File: src/rtl/mul_functional_unit_pkg.sv
// Shared types for the iterative RV32M multiply unit: funct3 encodings, FSM states,
// the CDB output bundle and a magnitude helper used when latching operands.
package mul_functional_unit_pkg;

    typedef enum logic [2:0] {
        MUL    = 3'b000,
        MULH   = 3'b001,
        MULHSU = 3'b010,
        MULHU  = 3'b011
    } mul_funct3_t;

    typedef enum logic [1:0] {
        IDLE = 2'b00,
        BUSY = 2'b01,
        DONE = 2'b10
    } mul_fsm_state_t;

    typedef struct packed {
        logic        valid;
        logic [2:0]  rob_id;
        logic [5:0]  rd_phys;
        logic [31:0] data;
    } fu_output_t;

    // Magnitude of a 32-bit operand; 0x80000000 maps to 2^31, which fits unsigned.
    function automatic logic [31:0] abs32(input logic [31:0] v, input logic is_signed);
        return (is_signed && v[31]) ? (~v + 32'd1) : v;
    endfunction

endpackage

File: src/rtl/mul_functional_unit_shift_add_core.sv
// Unsigned 32x32->64 shift-add datapath retiring BITS_PER_CYCLE multiplier bits per cycle.
// done_o pulses for one cycle once the full product sits in product_o.
module mul_shift_add_core #(
    parameter int BITS_PER_CYCLE = 1
) (
    input  logic        clk,
    input  logic        rst,
    input  logic        clear_i,
    input  logic        load_i,
    input  logic [31:0] mcand_i,
    input  logic [31:0] mplier_i,
    output logic [63:0] product_o,
    output logic        done_o
);

    localparam int          N    = 32 / BITS_PER_CYCLE;
    localparam logic [5:0]  LAST = 6'(N - 1);

    logic [63:0] acc_q;
    logic [63:0] mcand_q;
    logic [31:0] mplier_q;
    logic [5:0]  cnt_q;
    logic        active_q;
    logic        done_q;
    logic [63:0] partial_d;

    always_comb begin
        partial_d = '0;
        for (int k = 0; k < BITS_PER_CYCLE; k++) begin
            if (mplier_q[k]) begin
                partial_d = partial_d + (mcand_q << k);
            end
        end
    end

    always_ff @(posedge clk) begin
        if (rst || clear_i) begin
            acc_q    <= '0;
            mcand_q  <= '0;
            mplier_q <= '0;
            cnt_q    <= '0;
            active_q <= 1'b0;
            done_q   <= 1'b0;
        end else if (load_i) begin
            acc_q    <= '0;
            mcand_q  <= {32'd0, mcand_i};
            mplier_q <= mplier_i;
            cnt_q    <= '0;
            active_q <= 1'b1;
            done_q   <= 1'b0;
        end else if (active_q) begin
            acc_q    <= acc_q + partial_d;
            mcand_q  <= mcand_q << BITS_PER_CYCLE;
            mplier_q <= mplier_q >> BITS_PER_CYCLE;
            if (cnt_q == LAST) begin
                cnt_q    <= '0;
                active_q <= 1'b0;
                done_q   <= 1'b1;
            end else begin
                cnt_q <= cnt_q + 6'd1;
            end
        end else begin
            done_q <= 1'b0;
        end
    end

    assign product_o = acc_q;
    assign done_o    = done_q;

endmodule

File: src/rtl/mul_functional_unit.sv
// RV32M multiply functional unit: sign handling, tag tracking and CDB writeback
// holding around the unsigned shift-add core.
module mul_functional_unit
    import mul_functional_unit_pkg::*;
#(
    parameter int ROB_ID_W       = 3,
    parameter int PREG_W         = 6,
    parameter int BITS_PER_CYCLE = 1
) (
    input  logic                clk,
    input  logic                rst,
    input  logic                flush,
    input  logic                start,
    input  logic [ROB_ID_W-1:0] rob_id,
    input  logic [PREG_W-1:0]   rd_phys,
    input  logic [2:0]          funct3,
    input  logic [31:0]         rs1_v,
    input  logic [31:0]         rs2_v,
    output logic                fu_ready,
    output logic                wb_valid,
    output logic [ROB_ID_W-1:0] wb_rob_id,
    output logic [PREG_W-1:0]   wb_rd_phys,
    output logic [31:0]         wb_data,
    input  logic                wb_ack
);

    mul_fsm_state_t       state_q;
    logic [ROB_ID_W-1:0]  rob_id_q;
    logic [PREG_W-1:0]    rd_phys_q;
    logic                 neg_q;
    logic                 hi_q;
    logic                 zero_q;
    logic                 wb_valid_q;
    logic [ROB_ID_W-1:0]  wb_rob_id_q;
    logic [PREG_W-1:0]    wb_rd_phys_q;
    logic [31:0]          wb_data_q;

    logic                 rs1_signed_d;
    logic                 rs2_signed_d;
    logic                 core_load_d;
    logic [63:0]          product;
    logic                 core_done;
    logic [63:0]          signed_prod_d;
    logic [31:0]          result_d;

    assign rs1_signed_d = (funct3 == MULH) || (funct3 == MULHSU);
    assign rs2_signed_d = (funct3 == MULH);
    assign core_load_d  = (state_q == IDLE) && start && !flush;

    mul_shift_add_core #(
        .BITS_PER_CYCLE (BITS_PER_CYCLE)
    ) u_core (
        .clk       (clk),
        .rst       (rst),
        .clear_i   (flush),
        .load_i    (core_load_d),
        .mcand_i   (abs32(rs1_v, rs1_signed_d)),
        .mplier_i  (abs32(rs2_v, rs2_signed_d)),
        .product_o (product),
        .done_o    (core_done)
    );

    // Divide encodings never reach here legitimately; they drain with a zero result.
    assign signed_prod_d = neg_q ? (~product + 64'd1) : product;
    assign result_d      = zero_q ? 32'd0 : (hi_q ? signed_prod_d[63:32] : signed_prod_d[31:0]);

    always_ff @(posedge clk) begin
        if (rst) begin
            state_q      <= IDLE;
            rob_id_q     <= '0;
            rd_phys_q    <= '0;
            neg_q        <= 1'b0;
            hi_q         <= 1'b0;
            zero_q       <= 1'b0;
            wb_valid_q   <= 1'b0;
            wb_rob_id_q  <= '0;
            wb_rd_phys_q <= '0;
            wb_data_q    <= '0;
        end else if (flush) begin
            state_q    <= IDLE;
            wb_valid_q <= 1'b0;
        end else begin
            case (state_q)
                IDLE: begin
                    if (start) begin
                        rob_id_q  <= rob_id;
                        rd_phys_q <= rd_phys;
                        neg_q     <= (rs1_signed_d & rs1_v[31]) ^ (rs2_signed_d & rs2_v[31]);
                        hi_q      <= (funct3[1:0] != 2'b00);
                        zero_q    <= funct3[2];
                        state_q   <= BUSY;
                    end
                end
                BUSY: begin
                    if (core_done) begin
                        wb_valid_q   <= 1'b1;
                        wb_rob_id_q  <= rob_id_q;
                        wb_rd_phys_q <= rd_phys_q;
                        wb_data_q    <= result_d;
                        state_q      <= DONE;
                    end
                end
                DONE: begin
                    if (wb_ack) begin
                        wb_valid_q <= 1'b0;
                        state_q    <= IDLE;
                    end
                end
                default: state_q <= IDLE;
            endcase
        end
    end

    assign fu_ready   = (state_q == IDLE);
    assign wb_valid   = wb_valid_q;
    assign wb_rob_id  = wb_rob_id_q;
    assign wb_rd_phys = wb_rd_phys_q;
    assign wb_data    = wb_data_q;

endmodule
File: config.mk
export PLATFORM = sky130hd
export DESIGN_NAME = mul_functional_unit
export DESIGN_NICKNAME = d
export VERILOG_FILES = /design/src/rtl/mul_functional_unit_pkg.sv /design/src/rtl/mul_functional_unit_shift_add_core.sv /design/src/rtl/mul_functional_unit.sv
export SDC_FILE = /design/constraint.sdc
export NUM_CORES = 1
export LEC_CHECK = 0
export ABC_AREA = 1
export CAP_MARGIN = 5
export CELL_PAD_IN_SITES_DETAIL_PLACEMENT = 0
export CELL_PAD_IN_SITES_GLOBAL_PLACEMENT = 1
export CORE_UTILIZATION = 40
export CTS_BUF_LIST = sky130_fd_sc_hd__clkbuf_16
export DETAILED_ROUTE_END_ITERATION = 10
export PLACE_DENSITY_LB_ADDON = 0.1
export SYNTH_ARGS = -nofsm -noshare
export SYNTH_HDL_FRONTEND = slang
export SYNTH_HIERARCHICAL = 1
export SYNTH_SLANG_ARGS = --single-unit
File: constraint.sdc
create_clock -name clk -period 2.7 [get_ports clk]
set_input_delay 0.27 -clock clk [delete_from_list [all_inputs] [get_ports clk]]
set_output_delay 0.27 -clock clk [all_outputs]
set_load 0.02 [all_outputs]
==> reports/qor.csv <==
metric;value;unit
fin_crit_sh;0.9535;
grt_pass1_wl;110.8;mm
ys_top_cells_by_count;nand2_1, inv_1, nor2_1;
num-fill-cells;5085;
maxSlewViolCount;0;
yosysTopAreaCellShare;0.2345;
synth.most_common_cell;nand2_1;
synth_ff_type;dfxtp_1;
synth_xor_area_frac;0.03985;
rr_startpoint;u_core/mplier_q[0]$_SDFFE_PP0P_;
powerDensity;396.9;nW/µm²
crit_path_max_incr_delay;410;ps
wl_met1;32.67;mm
drtIter0Drc;1621;
worstMarginPinSlew;944.4;ps
syn2layout_area_growth;17.28;%
synth.area.top_cells;dfxtp_1, nand2_1, inv_1;
synthCells;3354;
final-setup-viol-count;0;
cts_root_buffer;clkbuf_16;
slew_headroom;0.3704;
holdCritPathClass;input port to register;
synth_compound_area_frac;0.1176;
peakVddDrop;0.4774;mV
cts_setup_buffers;0;
antenna_found_initial;0;
critPathTopFamily;simple AND/OR/NAND/NOR gates;
gp_congestion;0.9738;
insertion_delay;600;ps
start_util;0.4081;
io_pins;124;
routedWlPerCell;17.71;µm
setup_tns;0;ps
postCtsHoldBufs;0;
core-area;46850;µm²
ff_latch_area;4493;µm²
multi_input_area;12050;µm²
critPathMaxFanout;15;
die_x;220.6;µm
synth_top_area_cell;dfxtp_1;
critPathSlowestCell;dfxtp_4;
yosysWarnings;6;
finalClockSkew;11.27;ps
hold_start;rd_phys[3];
synth-seq-area-share;0.2345;
num_vias;21230;
rsz0062_at_grt;yes;
synth.area.mux_share;0;
die_y;220.6;µm
postPlaceCellArea;21300;µm²
cts_buffer_depth;3;
finalCriticalPeriod;2574;ps
routed_via_density;5.170;
synth_area;19120;µm²
synth-edff-count;0;
drv_cap;0;
top_layer_used;met4;
grt_max_degree;85;
worstSetupStartpoint;u_core/mplier_q[0]$_SDFFE_PP0P_;
firstDrtPassIters;10;
holdWs;264.7;ps
violations;DRC;
drive_gt1_frac;0.08233;
nNetsFinal;3623;
synth_top_family_by_area;simple AND/OR/NAND/NOR gates;
dpl.hpwl;58.65;mm
grt_use_total;0.2964;
hold_violations;0;
p_total;8.899;mW
synth-simple-area-share;0.4225;
worst-setup-path-type;register to register;
wirelength;72.72;mm
drtAntennaViolNets;0;
path_clk_slew;60;ps
synth_cell_types;51;
clock.fmax;388.4;MHz
p_leak;11.61;nW
fp-row-count;79;
synth_fa_ha_area_frac;0.04489;
ctsHtreeMaxLevel;1;
numPortBuffers;123;
end_kind;register;
status;finished, violations left;
tritoncts;built;
die_area;48680;µm²
stdcell_area;22420;µm²
wl_met2;33.15;mm
cp_num_buf_inv;3;
avgSynthCellArea;5.701;µm²
grt.overflow.total;0;
cts_made_buffers;30;
cts_sinks;224;
synth_nets;3503;
async_flop_share;0;
ys_seq_elements;224;
wl_met3;3.896;mm
drc;4;
grt_pass1_vias;19830;
required;3190;ps
cp-start-kind;register;
crit_chain;buf_4, nand2_1, inv_1, ha_1, nand2_2, nor2_2, nand2_2, nor2_1, nand3_1, nand4_1, nand3_1, nand2_1, inv_1;
crit_arrival;3060;ps
## worst register-to-register path, delay by kind of cell, from the launching register on
family                   cells  cell delay (ps)
AND/OR/NAND/NOR              9             1430
flip-flops                   1              410
adder cells (fa/ha/maj)      1              390
buffers and inverters        3              250
## state kept, by name, summed over array words and instances (netlist names), 6 cells and up
register          count
u_core/mcand_q       64
u_core/product_o     64
wb_rd_phys            6
wb_data              32
rd_phys_q             6
u_core/mplier_q      32
u_core/cnt_q          6
## cell usage in the layout, fill, tap and decap left out, types with 19 or more instances in the layout
cell type / netlist / final
dfxtp_1: 224 / 221
clkdlybuf4s50_1: 0 / 123
o221ai_1: 44 / 44
o21ai_1: 19 / 19
nand2_2: 31 / 35
nand3_1: 215 / 212
ha_1: 67 / 64
xor2_1: 61 / 61
nor3_1: 65 / 65
nand2_1: 1018 / 1014
nand4_1: 32 / 32
o21ai_0: 110 / 110
nor2_2: 33 / 42
a21oi_1: 146 / 139
a211oi_1: 19 / 19
a31oi_1: 28 / 28
nor2_1: 424 / 414
xnor2_1: 26 / 26
clkbuf_16: 0 / 30
inv_1: 572 / 575
buf_4: 2 / 68
## per-layer routing
layer | global-route usage | up-vias
met1 | 0.3943 | 9713
met2 | 0.4936 | 672
met5 | 0 | -
met3 | 0.02502 | 121
li1 | - | 10730
met4 | 0.1180 | 0
## final cells by class
| type | instances | area share |
|---|---|---|
| Multi-Input combinational cell | 2427 | 0.5373 |
| Sequential cell | 224 | 0.2004 |
| Inverter | 594 | 0.09955 |
| Timing Repair Buffer | 197 | 0.08303 |
| Tap cell | 607 | 0.03387 |
| Clock buffer | 30 | 0.03348 |
| Clock inverter | 26 | 0.01216 |
| Antenna cell | 2 | 0.0002232 |
## power breakdown
part	switching (mW)	total [mW]	internal, mW
logic	0.834	1.28	0.448
registers	0.0747	3.45	3.38
clock network	1.74	4.17	2.43
total	2.64	8.90	6.25
## path summary, 6_finish.rpt
check                                                          to  slack, ps  cells past startpoint
worst max-delay path            u_core/product_o[36]$_SDFFE_PP0P_        130                     13
worst min-delay path                    rd_phys_q[3]$_SDFFE_PP0P_        260                      3
worst max register to register  u_core/product_o[36]$_SDFFE_PP0P_        130                     13
worst min register to register           wb_data[24]$_SDFFE_PP0P_        460                      2
## what timing repair did
| item | in CTS | in global routing |
|---|---|---|
| endpoints found under the hold margin | 0 | 0 |
| resized for setup | 0 | 29 |
| setup endpoints to repair | 0 | 30 |
## per-stage QoR
step | utilization | instances | setup WS (ps)
after global routing | 0.4785 | 4105 | -40.44
after global placement | 0.4546 | 4049 | 21.56
after detailed placement | 0.4546 | 4049 | 28.45
final | 0.4786 | 4107 | 125.6
after floorplan | - | 3354 | 259.4
after CTS | 0.4764 | 4105 | 13.54
## cell families after synthesis
family                   Yosys count
AO/OA/AOI/OAI                    387
XOR/XNOR                          87
adder cells (fa/ha/maj)           68
buffers and inverters            703
flip-flops                       224
AND/OR/NAND/NOR                 1885
No activity file was read; power rests on OpenSTA's default activity.
